`src/rtl/pwm_ramp_sequencer.sv`:
```
// Register front-end and soft-start sequencer: byte-wide writes set config, per-channel
// targets, step and prescale; live duty commands ramp toward targets once per prescaled tick.
// Optional feature macro: PWM_RAMP_DONE_IRQ_EN adds a one-cycle ramp_done pulse when busy falls.
module pwm_ramp_sequencer #(
   parameter int PRESCALE_W   = 16,
   parameter int PRESCALE_RST = 999,
   parameter int STEP_RST     = 1
) (
   input  logic       clk,
   input  logic       rst,
   input  logic       wr_en,
   input  logic [2:0] wr_addr,
   input  logic [7:0] wr_data,
   output logic       wr_ready,
   output logic [7:0] PWM_config,
   output logic [7:0] cmd_1,
   output logic [7:0] cmd_2,
   output logic [7:0] cmd_3,
   output logic [7:0] cmd_4,
   output logic       busy
`ifdef PWM_RAMP_DONE_IRQ_EN
  ,output logic       ramp_done
`endif
);

   typedef enum logic {IDLE, STEP} state_t;

   state_t                state_q, state_d;
   logic [1:0]            ch_q, ch_d;
   logic [7:0]            cfg_q, cfg_d;
   logic [7:0]            tgt_q [4];
   logic [7:0]            tgt_d [4];
   logic [7:0]            cmd_q [4];
   logic [7:0]            cmd_d [4];
   logic [7:0]            step_q, step_d;
   logic [PRESCALE_W-1:0] prescale_q, prescale_d;
   logic [PRESCALE_W-1:0] cnt_q, cnt_d;
   logic                  busy_q, busy_d;
   logic [15:0]           ps_ext;
   logic                  ps_wr;
   logic                  tick;

   // One saturating ramp step; 9-bit intermediates keep the compare free of wrap-around.
   function automatic logic [7:0] ramp(input logic [7:0] cur, input logic [7:0] tgt,
                                       input logic [7:0] stp);
      logic [8:0] up;
      logic [8:0] dn;
      logic [7:0] res;
      up  = {1'b0, cur} + {1'b0, stp};
      dn  = {1'b0, cur} - {1'b0, stp};
      res = cur;
      if (stp == 8'd0) begin
         res = tgt;
      end else if (cur < tgt) begin
         res = (up >= {1'b0, tgt}) ? tgt : up[7:0];
      end else if (cur > tgt) begin
         res = (dn[8] || (dn[7:0] < tgt)) ? tgt : dn[7:0];
      end
      return res;
   endfunction

   always_comb begin
      cfg_d      = cfg_q;
      tgt_d      = tgt_q;
      step_d     = step_q;
      ps_ext     = 16'(prescale_q);
      ps_wr      = 1'b0;
      if (wr_en) begin
         case (wr_addr)
            3'd0: cfg_d = wr_data;
            3'd1: tgt_d[0] = wr_data;
            3'd2: tgt_d[1] = wr_data;
            3'd3: tgt_d[2] = wr_data;
            3'd4: tgt_d[3] = wr_data;
            3'd5: step_d = wr_data;
            3'd6: begin ps_ext[7:0]  = wr_data; ps_wr = 1'b1; end
            default: begin ps_ext[15:8] = wr_data; ps_wr = 1'b1; end
         endcase
      end
      prescale_d = PRESCALE_W'(ps_ext);
   end

   always_comb begin
      tick  = (cnt_q == prescale_q);
      cnt_d = (ps_wr || tick) ? '0 : cnt_q + PRESCALE_W'(1);
   end

   // Sequencer: the update reads the pre-write cfg/target/step, so same-cycle writes land next tick.
   always_comb begin
      state_d = state_q;
      ch_d    = ch_q;
      cmd_d   = cmd_q;
      case (state_q)
         IDLE: begin
            if (tick) begin
               state_d = STEP;
               ch_d    = 2'd0;
            end
         end
         default: begin
            if (!cfg_q[3'(ch_q) + 3'd1]) begin
               cmd_d[ch_q] = 8'd0;
            end else begin
               cmd_d[ch_q] = ramp(cmd_q[ch_q], tgt_q[ch_q], step_q);
            end
            ch_d = ch_q + 2'd1;
            if (ch_q == 2'd3) begin
               state_d = IDLE;
            end
         end
      endcase
   end

   always_comb begin
      busy_d = 1'b0;
      for (int n = 0; n < 4; n++) begin
         busy_d = busy_d | (cfg_d[n+1] & (cmd_d[n] != tgt_d[n]));
      end
   end

   always_ff @(posedge clk) begin
      if (rst) begin
         state_q    <= IDLE;
         ch_q       <= 2'd0;
         cfg_q      <= 8'd0;
         step_q     <= 8'(STEP_RST);
         prescale_q <= PRESCALE_W'(PRESCALE_RST);
         cnt_q      <= '0;
         busy_q     <= 1'b0;
         for (int n = 0; n < 4; n++) begin
            tgt_q[n] <= 8'd0;
            cmd_q[n] <= 8'd0;
         end
      end else begin
         state_q    <= state_d;
         ch_q       <= ch_d;
         cfg_q      <= cfg_d;
         step_q     <= step_d;
         prescale_q <= prescale_d;
         cnt_q      <= cnt_d;
         busy_q     <= busy_d;
         for (int n = 0; n < 4; n++) begin
            tgt_q[n] <= tgt_d[n];
            cmd_q[n] <= cmd_d[n];
         end
      end
   end

`ifdef PWM_RAMP_DONE_IRQ_EN
   logic ramp_done_q, ramp_done_d;

   always_comb begin
      ramp_done_d = busy_q & ~busy_d;
   end

   always_ff @(posedge clk) begin
      if (rst) begin
         ramp_done_q <= 1'b0;
      end else begin
         ramp_done_q <= ramp_done_d;
      end
   end

   assign ramp_done = ramp_done_q;
`endif

   assign wr_ready   = 1'b1;
   assign PWM_config = cfg_q;
   assign cmd_1      = cmd_q[0];
   assign cmd_2      = cmd_q[1];
   assign cmd_3      = cmd_q[2];
   assign cmd_4      = cmd_q[3];
   assign busy       = busy_q;

endmodule

```
`config.mk`:
```
export PLATFORM = sky130hd
export DESIGN_NAME = pwm_ramp_sequencer
export DESIGN_NICKNAME = d
export VERILOG_FILES = /design/src/rtl/pwm_ramp_sequencer.sv
export SDC_FILE = /design/constraint.sdc
export NUM_CORES = 1
export LEC_CHECK = 0
export ABC_AREA = 1
export ABC_CLOCK_PERIOD_IN_PS = 5400
export CAP_MARGIN = 20
export CORE_AREA = 5 5 134 136
export CTS_CLUSTER_SIZE = 28
export DETAILED_ROUTE_END_ITERATION = 16
export DIE_AREA = 0 0 139 141
export PLACE_DENSITY = 0.77
export SETUP_SLACK_MARGIN = 0.2
export SLEW_MARGIN = 15
export SYNTH_ARGS = -nofsm -noshare
export SYNTH_HDL_FRONTEND = slang
export SYNTH_SLANG_ARGS = --single-unit
```
`constraint.sdc`:
```
create_clock -name clk -period 5.4 [get_ports clk]
set_clock_uncertainty 0.1 [all_clocks]
set_input_delay 1.35 -clock clk [delete_from_list [all_inputs] [get_ports clk]]
set_output_delay 1.35 -clock clk [all_outputs]
set_load 0.005 [all_outputs]
```
==> impl_metrics.yaml <==
critical_path:
  crit_cells: 30
  cp-end-kind: "flip-flop"
  slowest_stage: "ha_1"
  crit_family: "simple AND/OR/NAND/NOR gates"
  critical_path_arrival_ps: 5080
  cp_common_cell: "nand2_1"
  cp-startpoint: "ch_q[1]$_SDFFE_PP0P_"
  reg2reg_from: "ch_q[1]$_SDFFE_PP0P_"
  path_buf_inv: 1
  worstPathMaxFanout: 17
  cp.required_ps: 5580
  setup.worst_path.end: "busy$_SDFF_PP0_"
  slowest_delay_ps: 400
  r2r_cells: 30
  reg2reg_slack_ps: 510
  start_kind: "flip-flop"
  reg2reg_to: "busy$_SDFF_PP0_"
  worstSetupPathType: "reg -> reg"
floorplan:
  start_util_pct: 45.31
  num_rows: 48
  fp.dieArea_mm2: 0.01960
  fp.dieH_um: 141
  core_area_mm2: 0.01682
  die_w_um: 139
  ios: 56
routing:
  vias: 7952
  post_drt_wl_per_cell_um: 16.30
  first_pass_iters: 9
  routed_wl_um: 23920
  wl_met2_um: 10630
  wl_met3_um: 2192
  drtIter0Drc: 883
  wl_met1_um: 10340
  topRoutingLayerUsed: "met5"
  drcViolationCount: 0
  ant_nets: 0
  via_per_inst: 5.417
yosys:
  synth_edf_count: 0
  synth-seq-cells: 116
  synthFlopType: "dfxtp_1"
  async_flop_share_pct: 0
  yosysUniqueCellTypes: 44
  yosys_warnings: 0
  ys_seq_area_share_pct: 30.48
  syn_inst: 1179
  syn-num-nets: 1243
  synth.avg_cell_area_um2: 6.462
  synth_area_mm2: 0.007619
flow_run:
  drv_cap: 0
power:
  pwr-share-seq_pct: 36.8
  p_leak_nw: 4.477
  comb_power_share_pct: 14.0
  p_per_area_mw_per_mm2: 267.3
  vdd_drop_max_mv: 0.3578
  swShare_pct: 26.54
  p_int_w: 0.001776
  power_frac_clock_pct: 49.2
  p_sw_w: 0.0006417
sta:
  fmax_mhz: 204.4
  setup_violations: 0
  period_share_pct: 90.61
  relSlewSlack_pct: 45.65
  tightestPinTransition_ps: 815.3
  finalHoldViolCount: 0
  finalSetupTns_ps: 0
  grt_setup_unrepaired: "no"
  drv_slew: 0
  min_period_ps: 4893
grt:
  grt_usage_pct: 24.13
  grt_overflow: 0
  antenna_found_initial: 1
  grt_pass1_vias: 7389
  grt_max_degree: 72
  grt_pass1_wl_um: 37790
cts:
  htreeDepth: 4
  hold_buffers: 0
  cts_tree: "built"
  clock_path_buffers: 2
  cts_buffers: 17
  insertion_delay_ps: 430
  cts_root_buf: "clkbuf_16"
  cts.sinks: 116
  cts.reportedPaths.clkPinSlew_ps: 60
cells_and_area:
  final-seq-area_mm2: 0.002323
  final_common_cell: "nand2_1"
  final_util_pct: 53.78
  nets: 1295
  final_cell_mix: "nand2_1, inv_1, dfxtp_1, nor2_1, a21oi_1"
  fillers: 1658
  multi_input_area_mm2: 0.004587
  diodes: 0
  syn_to_final_growth_pct: 18.71
  drive_gt1_share_pct: 6.758
placement:
  hpwlAfterDp_um: 17950
  port_buffers: 54
  routabilityCongestion: 0.9731
status:
  outcome: "finished clean"
min_path:
  hold_path_class: "reg -> reg"
  worstHoldStart: "cnt_q[15]$_SDFF_PP0_"
[what timing repair did]
action                     in CTS  in global routing
gates resized for setup         0                 15
setup endpoints to repair       0                  1
setup buffers                   0                  1
[Yosys cell counts, types with 2 or more instances]
master    count  share of area, %
o211ai_1      9              0.89
nand3_2       5              0.66
nor3_1        8              0.53
nand2_4       2              0.30
a21oi_1      89               5.8
o21ai_0      76               5.0
nand3b_1      9              0.89
nor4_1        4              0.33
a32oi_1       9               1.0
buf_6         3              0.44
inv_2         3              0.15
o21ai_1       6              0.39
nor2_2        3              0.25
dfxtp_1     116                30
nand3_1      75               4.9
o21bai_1      2              0.20
nand4_1      11              0.90
nor3b_1       2              0.20
or2_2         4              0.33
nand2_2      10              0.82
nand2_1     336                17
fa_1          2              0.53
nor2_1      116               5.7
xor2_1       14               1.6
o22ai_1       6              0.49
xnor2_1      14               1.6
ha_1         48               7.9
buf_4         3              0.30
nor2_4        2              0.30
buf_2         7              0.46
inv_1       148               7.3
clkbuf_1     22               1.1
a21oi_4       2              0.43
a21o_1        3              0.30
[stage by stage]
stage               worst slack [ps]  total power (W)  std cells  hold slack (ps)  instance area, um2
floorplan                       1192         0.001136       1179            349.7                7619
global placement               470.4         0.001229       1436            370.6                8362
detailed placement             437.4         0.001230       1436            372.8                8362
CTS                            401.0         0.002413       1467            378.9                8979
global route                   157.4         0.002515       1468            393.9                9044
finish                         507.0         0.002418       1468            376.9                9044
[power groups by stage]
stage | registers, W | clock network [W] | logic [W]
after floorplan | 0.000903 | 0 | 0.000233
after global placement | 0.000906 | 0 | 0.000322
after detailed placement | 0.000906 | 0 | 0.000324
after CTS | 0.000889 | 0.00120 | 0.000327
after global routing | 0.000890 | 0.00125 | 0.000376
final | 0.000889 | 0.00119 | 0.000338
[registers in the layout, summed over array words and instances (netlist names)]
signal      cells
tgt_q          32
cnt_q          16
prescale_q     16
PWM_config      8
cmd_1           8
cmd_2           8
cmd_3           8
cmd_4           8
step_q          8
ch_q            2
busy            1
state_q         1
[area by class of cell]
type,instances,area share (%)
Clock inverter,9,1.688
Tap cell,225,3.113
Sequential cell,116,25.69
Multi-Input combinational cell,875,50.72
Clock buffer,22,5.133
Timing Repair Buffer,69,7.291
Inverter,152,6.364
[cells by family (layout without fill, tap and decap cells)]
group | Yosys count | after routing | share of synthesized area, %
and+or+nand+nor | 588 | 588 | 32.76
buffers and inverters | 188 | 252 | 9.870
AOI/OAI and AO/OA | 208 | 208 | 15.21
xor gates and xnor gates | 28 | 28 | 3.219
other | 1 | 1 | 0.04922
DFF | 116 | 116 | 30.48
adders and majority gates | 50 | 50 | 8.409
[tightest hold or removal path, stage by stage (launching register included)]
cell	delay (ps)
dfxtp_1	310
inv_1	70
a21oi_1	50
[worst min-delay path by stage]
stage | cells after the start | endpoint | slack (ps)
after floorplan | 2 | prescale_q[7]$_SDFFE_PP1P_ | 350
after global placement | 2 | cnt_q[15]$_SDFF_PP0_ | 370
after detailed placement | 2 | cnt_q[15]$_SDFF_PP0_ | 370
after CTS | 2 | cnt_q[15]$_SDFF_PP0_ | 380
after global routing | 2 | cnt_q[15]$_SDFF_PP0_ | 390
final | 2 | cnt_q[15]$_SDFF_PP0_ | 380
[per-layer routing]
metal | up-vias | track usage (%)
met2 | 376 | 38.10
met5 | - | 0
met4 | 2 | 9.475
li1 | 3912 | -
met1 | 3591 | 32.24
met3 | 71 | 5.393
Power figures use the tool's default switching activity.
